$ cat config.mk
export PLATFORM = sky130hd
export DESIGN_NAME = up_input_port
export DESIGN_NICKNAME = d
export VERILOG_FILES = /design/src/rtl/up_input_port.sv
export SDC_FILE = /design/constraint.sdc
export NUM_CORES = 1
export LEC_CHECK = 0
export BUFFER_PORTS_ARGS = -buffer_cell sky130_fd_sc_hd__buf_2
export CORE_AREA = 2 2 80 82
export CTS_BUF_LIST = sky130_fd_sc_hd__clkbuf_4
export DETAILED_ROUTE_END_ITERATION = 16
export DIE_AREA = 0 0 82 84
export SYNTH_ARGS = -nofsm -noshare
export SYNTH_HDL_FRONTEND = slang
export SYNTH_SLANG_ARGS = --single-unit
$ cat constraint.sdc
create_clock -name CLOCK -period 3.3 [get_ports CLOCK]
set_clock_uncertainty 0.15 [all_clocks]
set_input_delay 0.66 -clock CLOCK [delete_from_list [all_inputs] [get_ports CLOCK]]
set_output_delay 0.66 -clock CLOCK [all_outputs]
set_load 0.02 [all_outputs]
$ cat src/rtl/up_input_port.sv
// Operator keypad receive port: synchronises Enter, captures one Input byte per pulse into a FWFT FIFO.
// Latency: Enter first sampled high at edge k -> byte pushed at edge k+2 (k+1+DEBOUNCE_CYC with debounce).
// Backpressure: Ready/Rd pop handshake; a capture into a full FIFO with no pop is dropped and sets sticky Overflow.
// Optional build macro UP_INPUT_PORT_DEBOUNCE_EN adds QUAL/REL debounce states on both Enter edges.
module up_input_port #(
  parameter int DEPTH        = 4,
  parameter int DATA_W       = 8,
  parameter int DEBOUNCE_CYC = 3
) (
  input  logic              CLOCK,
  input  logic              RESET,
  input  logic              Enter,
  input  logic [DATA_W-1:0] Input,
  input  logic              Rd,
  output logic [DATA_W-1:0] Data,
  output logic              Ready,
  output logic              Full,
  output logic              Overflow,
  input  logic              OvfClr
);

  localparam int AW = $clog2(DEPTH);
  localparam logic [AW:0]   DEPTH_C = (AW+1)'(DEPTH);
  localparam logic [AW:0]   CNT_ONE = (AW+1)'(1);
  localparam logic [AW-1:0] PTR_ONE = AW'(1);

  // Elaboration-time parameter sanity
  if (DEPTH < 2 || (DEPTH & (DEPTH - 1)) != 0) begin : g_bad_depth
    $error("up_input_port: DEPTH must be a power of two >= 2");
  end
  if (DEBOUNCE_CYC < 1) begin : g_bad_debounce
    $error("up_input_port: DEBOUNCE_CYC must be >= 1");
  end

  // ---------------------------------------------------------------------
  // Enter synchroniser
  // ---------------------------------------------------------------------
  logic s1_q;
  logic s2_q;

  // Two-flop synchroniser; resets to 1 so an Enter held through reset looks already held
  always_ff @(posedge CLOCK or posedge RESET) begin
    if (RESET) begin
      s1_q <= 1'b1;
      s2_q <= 1'b1;
    end else begin
      s1_q <= Enter;
      s2_q <= s1_q;
    end
  end

  // ---------------------------------------------------------------------
  // Capture FSM
  // ---------------------------------------------------------------------
  logic push_d;

`ifdef UP_INPUT_PORT_DEBOUNCE_EN
  typedef enum logic [1:0] {ST_IDLE, ST_QUAL, ST_HELD, ST_REL} state_t;

  localparam int CNT_W = $clog2(DEBOUNCE_CYC + 1);
  localparam logic [CNT_W-1:0] CNT_LAST = CNT_W'(DEBOUNCE_CYC - 1);
  localparam logic [CNT_W-1:0] CNT_INC  = CNT_W'(1);

  state_t           state_q, state_d;
  logic [CNT_W-1:0] cnt_q, cnt_d;

  // Next state: cnt counts consecutive stable s2 samples while qualifying either edge
  always_comb begin
    state_d = state_q;
    cnt_d   = cnt_q;
    push_d  = 1'b0;
    case (state_q)
      ST_IDLE: begin
        if (s2_q) begin
          if (CNT_LAST == '0) begin
            push_d  = 1'b1;
            state_d = ST_HELD;
            cnt_d   = '0;
          end else begin
            state_d = ST_QUAL;
            cnt_d   = CNT_INC;
          end
        end
      end
      ST_QUAL: begin
        if (!s2_q) begin
          state_d = ST_IDLE;
          cnt_d   = '0;
        end else if (cnt_q == CNT_LAST) begin
          push_d  = 1'b1;
          state_d = ST_HELD;
          cnt_d   = '0;
        end else begin
          cnt_d = cnt_q + CNT_INC;
        end
      end
      ST_HELD: begin
        if (!s2_q) begin
          if (CNT_LAST == '0) begin
            state_d = ST_IDLE;
            cnt_d   = '0;
          end else begin
            state_d = ST_REL;
            cnt_d   = CNT_INC;
          end
        end
      end
      ST_REL: begin
        if (s2_q) begin
          state_d = ST_HELD;
          cnt_d   = '0;
        end else if (cnt_q == CNT_LAST) begin
          state_d = ST_IDLE;
          cnt_d   = '0;
        end else begin
          cnt_d = cnt_q + CNT_INC;
        end
      end
      default: begin
        state_d = ST_IDLE;
        cnt_d   = '0;
      end
    endcase
  end

  // State register; reset parks in HELD so Enter must be seen low before the first capture
  always_ff @(posedge CLOCK or posedge RESET) begin
    if (RESET) begin
      state_q <= ST_HELD;
      cnt_q   <= '0;
    end else begin
      state_q <= state_d;
      cnt_q   <= cnt_d;
    end
  end
`else
  typedef enum logic {ST_IDLE, ST_HELD} state_t;

  state_t state_q, state_d;

  // Next state: the IDLE->HELD transition is the single push for this pulse
  always_comb begin
    state_d = state_q;
    push_d  = 1'b0;
    case (state_q)
      ST_IDLE: begin
        if (s2_q) begin
          push_d  = 1'b1;
          state_d = ST_HELD;
        end
      end
      ST_HELD: begin
        if (!s2_q) begin
          state_d = ST_IDLE;
        end
      end
      default: state_d = ST_IDLE;
    endcase
  end

  // State register; reset parks in HELD so Enter must be seen low before the first capture
  always_ff @(posedge CLOCK or posedge RESET) begin
    if (RESET) begin
      state_q <= ST_HELD;
    end else begin
      state_q <= state_d;
    end
  end
`endif

  // ---------------------------------------------------------------------
  // FWFT FIFO
  // ---------------------------------------------------------------------
  logic [DATA_W-1:0] mem_q [DEPTH];
  logic [AW-1:0]     wr_ptr_q;
  logic [AW-1:0]     rd_ptr_q;
  logic [AW:0]       count_q;
  logic              ovf_q;
  logic              pop_w;
  logic              wr_en_w;
  logic              ovf_set_w;

  assign Ready     = (count_q != '0);
  assign Full      = (count_q == DEPTH_C);
  assign pop_w     = Rd & Ready;
  // A pop in the same edge frees the slot, so push-at-full with Rd is legal
  assign wr_en_w   = push_d & (~Full | pop_w);
  assign ovf_set_w = push_d & Full & ~pop_w;
  assign Data      = Ready ? mem_q[rd_ptr_q] : '0;
  assign Overflow  = ovf_q;

  // Pointer and occupancy tracking; pointers wrap naturally at DEPTH
  always_ff @(posedge CLOCK or posedge RESET) begin
    if (RESET) begin
      wr_ptr_q <= '0;
      rd_ptr_q <= '0;
      count_q  <= '0;
    end else begin
      if (wr_en_w) wr_ptr_q <= wr_ptr_q + PTR_ONE;
      if (pop_w)   rd_ptr_q <= rd_ptr_q + PTR_ONE;
      case ({wr_en_w, pop_w})
        2'b10:   count_q <= count_q + CNT_ONE;
        2'b01:   count_q <= count_q - CNT_ONE;
        default: count_q <= count_q;
      endcase
    end
  end

  // Storage array; contents are don't-care until written, Data is masked when empty
  always_ff @(posedge CLOCK) begin
    if (wr_en_w) mem_q[wr_ptr_q] <= Input;
  end

  // Sticky overflow flag; a new drop wins over a same-edge clear
  always_ff @(posedge CLOCK or posedge RESET) begin
    if (RESET) begin
      ovf_q <= 1'b0;
    end else if (ovf_set_w) begin
      ovf_q <= 1'b1;
    end else if (OvfClr) begin
      ovf_q <= 1'b0;
    end
  end

endmodule
==> results of run 1 <==
[power by group]
| part | total (uW) | switching, uW | internal [uW] | leakage (uW) |
|---|---|---|---|---|
| clock | 408 | 164 | 245 | 0.0000559 |
| combinational | 555 | 281 | 274 | 0.000329 |
| sequential | 772 | 96.3 | 676 | 0.000418 |
[sequential cells by signal (all words and copies together) (netlist names)]
signal	flops
mem_q	32
count_q	3
rd_ptr_q	2
wr_ptr_q	2
Overflow	1
s1_q	1
s2_q	1
state_q	1
[path summary, 6_finish.rpt]
path | slack [ps] | cells after the start | end | start
worst max-delay path | 490 | 3 | Data[2] | rd_ptr_q[0]$_DFFE_PP0P_
worst min-delay path | 110 | 2 | rd_ptr_q[1]$_DFFE_PP0P_ | RESET
worst max register to register | 910 | 9 | count_q[2]$_DFFE_PP0P_ | count_q[0]$_DFFE_PP0P_
worst min register to register | 220 | 0 | s2_q$_DFF_PP1_ | s1_q$_DFF_PP1_
max in group asynchronous | 2560 | 2 | s1_q$_DFF_PP1_ | RESET
min in group CLOCK | 220 | 0 | s2_q$_DFF_PP1_ | s1_q$_DFF_PP1_
[area by class of cell]
| class | instances | area, sq um | area share |
|---|---|---|---|
| Multi-Input combinational cell | 42 | 483 | 0.233 |
| Timing Repair Buffer | 23 | 115 | 0.0554 |
| Inverter | 10 | 37.5 | 0.0181 |
| Tap cell | 77 | 96.3 | 0.0464 |
| Sequential cell | 43 | 1240 | 0.597 |
| Clock buffer | 6 | 45.0 | 0.0217 |
| Clock inverter | 2 | 60.1 | 0.0289 |
[cells by family (layout without fill, tap and decap cells)]
| group | Yosys count | after routing |
|---|---|---|
| fa+ha+maj | 6 | 6 |
| flops | 43 | 43 |
| compound gates | 2 | 2 |
| xor+xnor | 6 | 6 |
| mux | 10 | 10 |
| buf+inv | 13 | 41 |
| simple gates | 18 | 18 |
[metrics by stage]
step / area (sq um) / hold slack (ps) / worst slack [ps]
finish: 2080 / 113 / 491
global route: 2080 / 149 / 348
CTS: 2080 / 117 / 430
detailed placement: 1970 / 202 / 844
global placement: 1970 / 198 / 874
floorplan: 1770 / 195 / 1060
[cell usage in the layout, fill, tap and decap left out, drive strengths merged]
cell type	netlist	final
nor2	1	1
edfxtp	32	32
nor2b	1	1
dfrtp	8	8
a32o	1	1
ha	5	5
mux2i	1	1
clkbuf	1	6
xor2	3	3
o21a	1	1
or3b	1	1
inv	10	10
mux2	1	1
mux4	8	8
buf	2	23
nand3	1	1
dfstp	3	3
bufinv	0	2
or3	1	1
xnor2	3	3
fa	1	1
and2	13	13
[critical path: stages, from the launching register on]
cell     delay (ps)
dfrtp_1         740
mux4_2          580
and2_1          160
buf_2           150
[per-layer routing]
metal | vias up | wire length [um]
met2 | 23 | 1560
met4 | 0 | 80
li1 | 404 | -
met5 | - | 0
met3 | 7 | 124
met1 | 437 | 1110
==> flow_metrics.tcl, run 1 <==
set metrics [dict create \
    status "completed" \
    power_uw 1740 \
    nNetsFinal 144 \
    setup_viol 0 \
    htreeDepth 2 \
    synth_edf_count 32 \
    peakVddDrop_v 0.000326 \
    pin_count 24 \
    cts.sinks 43 \
    gr-total-overflow 0 \
    synth_xor_area_frac 0.0296 \
    synth.most_common_cell "edfxtp_1" \
    synth.area.mux_share 0.116 \
    coreArea_sq_mm 0.00610 \
    num-fill-cells 579 \
    antenna_found_initial 0 \
    seq_area_frac_synth 0.699 \
    synth_compound_area_frac 0.0141 \
    io_buffers 23 \
    power.density_mw_per_mm2 836 \
    firstDrtPassIters 4 \
    gp_congestion 0.730 \
    final_core_util 0.341 \
    drive_gt1_frac 0.389 \
    slew_viol_final 0 \
    grt.met1_usage 0.0971 \
    yosys-top-cells-area "edfxtp_1 (54%), dfrtp_1 (11%), mux4_2 (10%)" \
    worstHoldPathType "in -> async" \
    clk_pin_slew_ps 130 \
    dieArea_sq_mm 0.00689 \
    antenna_cells 0 \
    cts_hold_buf 0 \
    tritoncts "built" \
    slew_headroom 0.603 \
    max_cap_violations 0 \
    synth_simple_gate_area_share 0.0663 \
    max_freq_mhz 356 \
    routed_wl_um 2880 \
    postCtsSetupBuffers 0 \
    grt_util_met2 0.166 \
    rows 29 \
    hold_viol_final 0 \
    hpwl_um 2090 \
    cts_buffers 5 \
    synth_flop_cell "edfxtp_1" \
    synth.top_cells.by_count "edfxtp_1 (32), inv_1 (10), and2_1 (9)" \
    postSynthCellCount 98 \
    drt_first_iter_violations 43 \
    initial_utilization 0.291 \
    cts_resized 0 \
    required_ps 2490 \
    clk_latency_ps 360 \
    path_max_fanout 10 \
    area_growth_pct 17.1 \
    vias 871 \
    met3_usage 0.0206 \
    period_needed_ps 2810 \
    synthAdderAreaFrac 0.0465 \
    fin_crit_sh 0.851 \
    end_kind "primary output" \
    tns_ps 0 \
    grt_usage 0.0931 \
    postSynth.asyncResetShare 0.256 \
    stdcell_count 203 \
    synth_top_area_frac 0.542 \
    netlist_area_sq_mm 0.00177 \
    place_inst 195 \
    syn_area_per_cell_sq_um 18.1 \
    ys_warn_count 0 \
    grt_pass1_vias 990 \
    yosys_register_bits 43 \
    worst-setup-path-type "reg -> out" \
    rsz0062_at_grt "no" \
    startpoint_type "register" \
    die_w_um 82 \
    busiest_layer "met2" \
    netlist-cell-type-count 22 \
    syn_nets 117 \
    synth_top_family_by_area "multiplexers" \
    cts-root-buf "clkbuf_4" \
    clockBufferDepth 2 \
    wire_per_inst_um 14.2 \
    grt_max_degree 14 \
    yosysTopAreaCell "edfxtp_1" \
    grt_pass1_wl_um 4640 \
    drtAntennaViolNets 0 \
    fp.dieH_um 84 \
    tightest_slew_ps 595 \
    p_leak_uw 0.000803 \
    arrival_ps 2000 \
    viasPerCell 4.29 \
    drc_errors 0 \
]
Note: power is estimated with default switching activity, not from simulation.
==> run 2: changes to the inputs <==
- CORE_AREA: 2 2 80 82 -> 2 2 59 61
- DIE_AREA: 0 0 82 84 -> 0 0 61 63
- PLACE_DENSITY: not set -> 0.77
==> run 2 against run 1 <==
Net effect: global-route usage rose by 6.6 points; critical path type unchanged; worst setup slack better by 57 ps; maximum frequency up 2.1%; worst hold slack improved by 26 ps; sequential share of layout area rose by 2.7 points; wire length fell by 11%; clock-buffer cell count unchanged; sequential power shrank 0.5%; register-to-register slack better by 20 ps; critical endpoint is now Data[4]; combinational power barely moved; flip-flop and latch count unchanged; utilization increased by 27 points; largest cell class unchanged.
==> flow_metrics.tcl, run 2 (synthesis gave the netlist of run 1 again) <==
set metrics [dict create \
    status "completed" \
    antenna_cells 0 \
    regMostFlops "mem_q" \
    htreeDepth 2 \
    final_core_util 0.614 \
    crit_buf_inv 1 \
    antenna_found_initial 0 \
    p_leak_uw 0.000778 \
    largest_register_ffs 32 \
    wire_per_inst_um 15.0 \
    grt_pass1_wl_um 4270 \
    clk_pin_slew_ps 120 \
    cts_buffers 5 \
    design_area_sq_mm 0.00199 \
    drtAntennaViolNets 0 \
    r2r_end "count_q[2]$_DFFE_PP0P_" \
    nNetsFinal 144 \
    endpoint "Data[4]" \
    grt_max_degree 13 \
    peakVddDrop_v 0.000416 \
    cts_hold_buf 0 \
    clk_latency_ps 340 \
    drive_gt1_frac 0.373 \
    grt_pass1_vias 928 \
    hold_viol_final 0 \
    grt_usage 0.159 \
    setup_viol 0 \
    cp_slowest_cell "dfrtp_1" \
    cp_top_family "flip-flops" \
    tns_ps 0 \
    tritoncts "built" \
    pin_count 24 \
    period_needed_ps 2750 \
    reg2reg_depth 9 \
    worst-setup-path-type "reg -> out" \
    r2r_slack_ps 930 \
    cts_resized 0 \
    crit_start "rd_ptr_q[0]$_DFFE_PP0P_" \
    fin_crit_sh 0.834 \
    firstDrtPassIters 4 \
    cts-root-buf "clkbuf_4" \
    drc_errors 0 \
    path_depth 3 \
    coreArea_sq_mm 0.00323 \
    die_w_um 61 \
    drt_first_iter_violations 28 \
    clockBufferDepth 2 \
    end_kind "primary output" \
    top_regs "mem_q x32, count_q x3" \
    stdcell_count 172 \
    cp_slowest_stage_delay_ps 710 \
    layout_commonest_cell "edfxtp_1" \
    area_growth_pct 11.9 \
    dieArea_sq_mm 0.00384 \
    startpoint_type "register" \
    required_ps 2490 \
    vias 867 \
    gp_congestion 0.740 \
    rsz0062_at_grt "no" \
    initial_utilization 0.549 \
    placed_area_sq_mm 0.00193 \
    cp_cell_sequence "mux4_2 -> and2_1 -> buf_2" \
    num-fill-cells 258 \
    slew_viol_final 0 \
    gr-total-overflow 0 \
    mostFrequentLayoutCells "edfxtp_1 (32), buf_2 (23), inv_1 (10)" \
    path_max_fanout 10 \
    tightest_slew_ps 554 \
    rows 21 \
    io_buffers 23 \
    worstHoldPathType "in -> async" \
    max_freq_mhz 363 \
    viasPerCell 5.04 \
    routed_wl_um 2570 \
    place_inst 164 \
    power.density_mw_per_mm2 787 \
    postCtsSetupBuffers 0 \
    max_cap_violations 0 \
    arrival_ps 1940 \
    hpwl_um 1850 \
    slew_headroom 0.631 \
    cts.sinks 43 \
    reg2reg_from "count_q[0]$_DFFE_PP0P_" \
    fp.dieH_um 63 \
]
[run 2: power breakdown]
| group | switching [uW] | internal, uW |
|---|---|---|
| clock | 154 | 87.4 |
| sequential | 91.8 | 676 |
| combinational | 279 | 275 |
[run 2: routing by layer]
layer  part of all wire  up-vias  track usage  wire [um]
met5                  0        -            0          0
met1               0.41      442        0.197       1060
met2               0.52       15        0.254       1350
met3              0.048        5       0.0642        124
met4              0.014        0       0.0489         35
li1                   -      405            -          -
[run 2: worst min-delay path by stage]
stage                             endpoint  slack (ps)  depth (start not counted)
CTS                 count_q[1]$_DFFE_PP0P_         130                          2
detailed placement          s2_q$_DFF_PP1_         200                          0
finish                Overflow$_DFFE_PP0P_         140                          2
floorplan                   s2_q$_DFF_PP1_         200                          0
global route          Overflow$_DFFE_PP0P_         150                          2
global placement            s2_q$_DFF_PP1_         200                          0
[run 2: stage by stage]
stage                     total power (uW)  hold WS [ps]  setup WS (ps)
after global placement                1320           196            895
after floorplan                       1190           195           1060
after detailed placement              1350           200            882
after global routing                  1680           147            397
final                                 1560           139            547
after CTS                             1590           134            484
[run 2: cell type report]
cell class / instances / area, sq um / share of cell area
Multi-Input combinational cell: 42 / 483 / 0.243
Tap cell: 46 / 57.6 / 0.0290
Clock buffer: 6 / 45.0 / 0.0227
Timing Repair Buffer: 23 / 115 / 0.0580
Clock inverter: 2 / 7.51 / 0.00378
Inverter: 10 / 37.5 / 0.0189
Sequential cell: 43 / 1240 / 0.624
==> run 3: changes to the inputs <==
- clock period: 3.3 -> 2.68 ns (I/O delays scaled with it)
==> run 3 against run 2 <==
Net effect: die area unchanged; non-clock buffer count increased by 3; global-route usage increased by 0.83 points; final cell count increased by 1.7%; flip-flop and latch count unchanged; first-iteration DRC count decreased by 21%; sequential power increased by 19%; worst hold slack got worse by 18 ps; combinational power increased by 35%; utilization increased by 0.77 points; sequential share of layout area decreased by 0.78 points; power increased by 25%; largest cell class unchanged.
==> flow_metrics.tcl, run 3 (synthesis gave the netlist of run 1 again) <==
set metrics [dict create \
    r2r_end "count_q[2]$_DFFE_PP0P_" \
    min_from "Enter" \
    required_ps 2810 \
    tightest_slew_ps 445 \
    postCtsSetupBuffers 0 \
    initial_utilization 0.549 \
    setup_ws_ps 231 \
    gr-total-overflow 0 \
    hpwl_um 1920 \
    power.density_mw_per_mm2 976 \
    worst-setup-path-type "reg -> reg" \
    cts_resized 0 \
    num-fill-cells 268 \
    coreArea_sq_mm 0.00323 \
    viasPerCell 4.98 \
    firstDrtPassIters 4 \
    hold_viol_final 0 \
    status "completed" \
    antenna_cells 0 \
    cts-root-buf "clkbuf_4" \
    fin_crit_sh 0.914 \
    tns_ps 0 \
    min_to "s1_q$_DFF_PP1_" \
    clk_pin_slew_ps 120 \
    area_growth_pct 13.3 \
    tritoncts "built" \
    nNetsFinal 147 \
    clockBufferDepth 2 \
    final_core_util 0.622 \
    dieArea_sq_mm 0.00384 \
    setup_viol 0 \
    io_buffers 23 \
    htreeDepth 2 \
    mostFrequentLayoutCells "edfxtp_1 (32), buf_2 (23), inv_1 (10)" \
    die_w_um 61 \
    clk_latency_ps 350 \
    preCtsSetupSlack_ps 243 \
    pin_count 24 \
    vias 871 \
    drt_first_iter_violations 22 \
    top_regs "mem_q x32, count_q x3" \
    max_cap_violations 0 \
    gp_congestion 0.737 \
    period_needed_ps 2450 \
    rows 21 \
    arrival_ps 2580 \
    grt_pass1_vias 882 \
    holdPathStages 1 \
    drive_gt1_frac 0.395 \
    grt_pass1_wl_um 4330 \
    path_max_fanout 7 \
    design_area_sq_mm 0.00201 \
    cts.sinks 43 \
    slew_headroom 0.704 \
    peakVddDrop_v 0.000487 \
    startpoint_type "register" \
    multi_input_area_sq_um 483 \
    grt_max_degree 14 \
    worstHoldPathType "in -> reg" \
    rsz0062_at_grt "no" \
    register_area_sq_mm 0.00124 \
    reg2reg_from "count_q[0]$_DFFE_PP0P_" \
    routed_wl_um 2810 \
    reg2reg_depth 9 \
    antenna_found_initial 0 \
    power_uw 1960 \
    p_leak_uw 0.000795 \
    end_kind "register" \
    fp.dieH_um 63 \
    slew_viol_final 0 \
    max_freq_mhz 408 \
    largest_register_ffs 32 \
    wire_per_inst_um 16.1 \
    drtAntennaViolNets 0 \
    grt_usage 0.168 \
    r2r_slack_ps 230 \
    cts_buffers 5 \
    drc_errors 0 \
    regMostFlops "mem_q" \
    layout_commonest_cell "edfxtp_1" \
    placed_area_sq_mm 0.00195 \
]
run 3: how the worst max path moves through the flow:
| stage | to | startpoint | slack [ps] | depth (start not counted) |
|---|---|---|---|---|
| 2_1_floorplan | count_q[2]$_DFFE_PP0P_ | count_q[0]$_DFFE_PP0P_ | 440 | 9 |
| 3_5_place_dp | count_q[2]$_DFFE_PP0P_ | count_q[0]$_DFFE_PP0P_ | 240 | 9 |
| 5_1_grt | count_q[2]$_DFFE_PP0P_ | count_q[0]$_DFFE_PP0P_ | 140 | 9 |
| 6_report | count_q[2]$_DFFE_PP0P_ | count_q[0]$_DFFE_PP0P_ | 230 | 9 |
| 4_1_cts | count_q[2]$_DFFE_PP0P_ | count_q[0]$_DFFE_PP0P_ | 210 | 9 |
| 3_3_place_gp | count_q[2]$_DFFE_PP0P_ | count_q[0]$_DFFE_PP0P_ | 380 | 9 |
run 3: worst max-delay path, cell delays in order, from the launching register on:
cell and delay (ps):
dfrtp_1 440, or3b_1 430, o21a_4 240, inv_1 70, ha_1 170, inv_1 60, fa_1 380, xor2_1 150
nor2_1 120, xor2_1 170
run 3: power by group:
group | leakage, uW | internal [uW] | switching (uW)
logic | 0.000343 | 357 | 389
clock network | 0.0000347 | 97.8 | 203
registers | 0.000418 | 833 | 82.0
total | 0.000795 | 1290 | 674
run 3: area by class of cell:
| class | count | area share |
|---|---|---|
| Clock buffer | 5 | 0.0187 |
| Clock inverter | 3 | 0.00747 |
| Tap cell | 46 | 0.0286 |
| Timing Repair Buffer | 26 | 0.0697 |
| Inverter | 10 | 0.0187 |
| Sequential cell | 43 | 0.617 |
| Multi-Input combinational cell | 42 | 0.240 |
run 3: through the flow:
step           hold WS [ps]  std cells
2_1_floorplan           195         98
3_3_place_gp            197        166
3_5_place_dp            202        166
4_1_cts                 113        175
5_1_grt                99.1        175
6_report                121        175
run 3: repair_timing:
action                                 in CTS  in global routing
endpoints found under the hold margin       3                  0
setup endpoints to repair                   0                  0
hold buffers                                1                  0
run 3: routing by layer:
metal / vias up / GRT usage / wire, um
met4: 0 / 0.0761 / 51
met2: 22 / 0.267 / 1490
met1: 434 / 0.196 / 1130
met3: 4 / 0.0642 / 143
li1: 411 / - / -
met5: - / 0 / 0
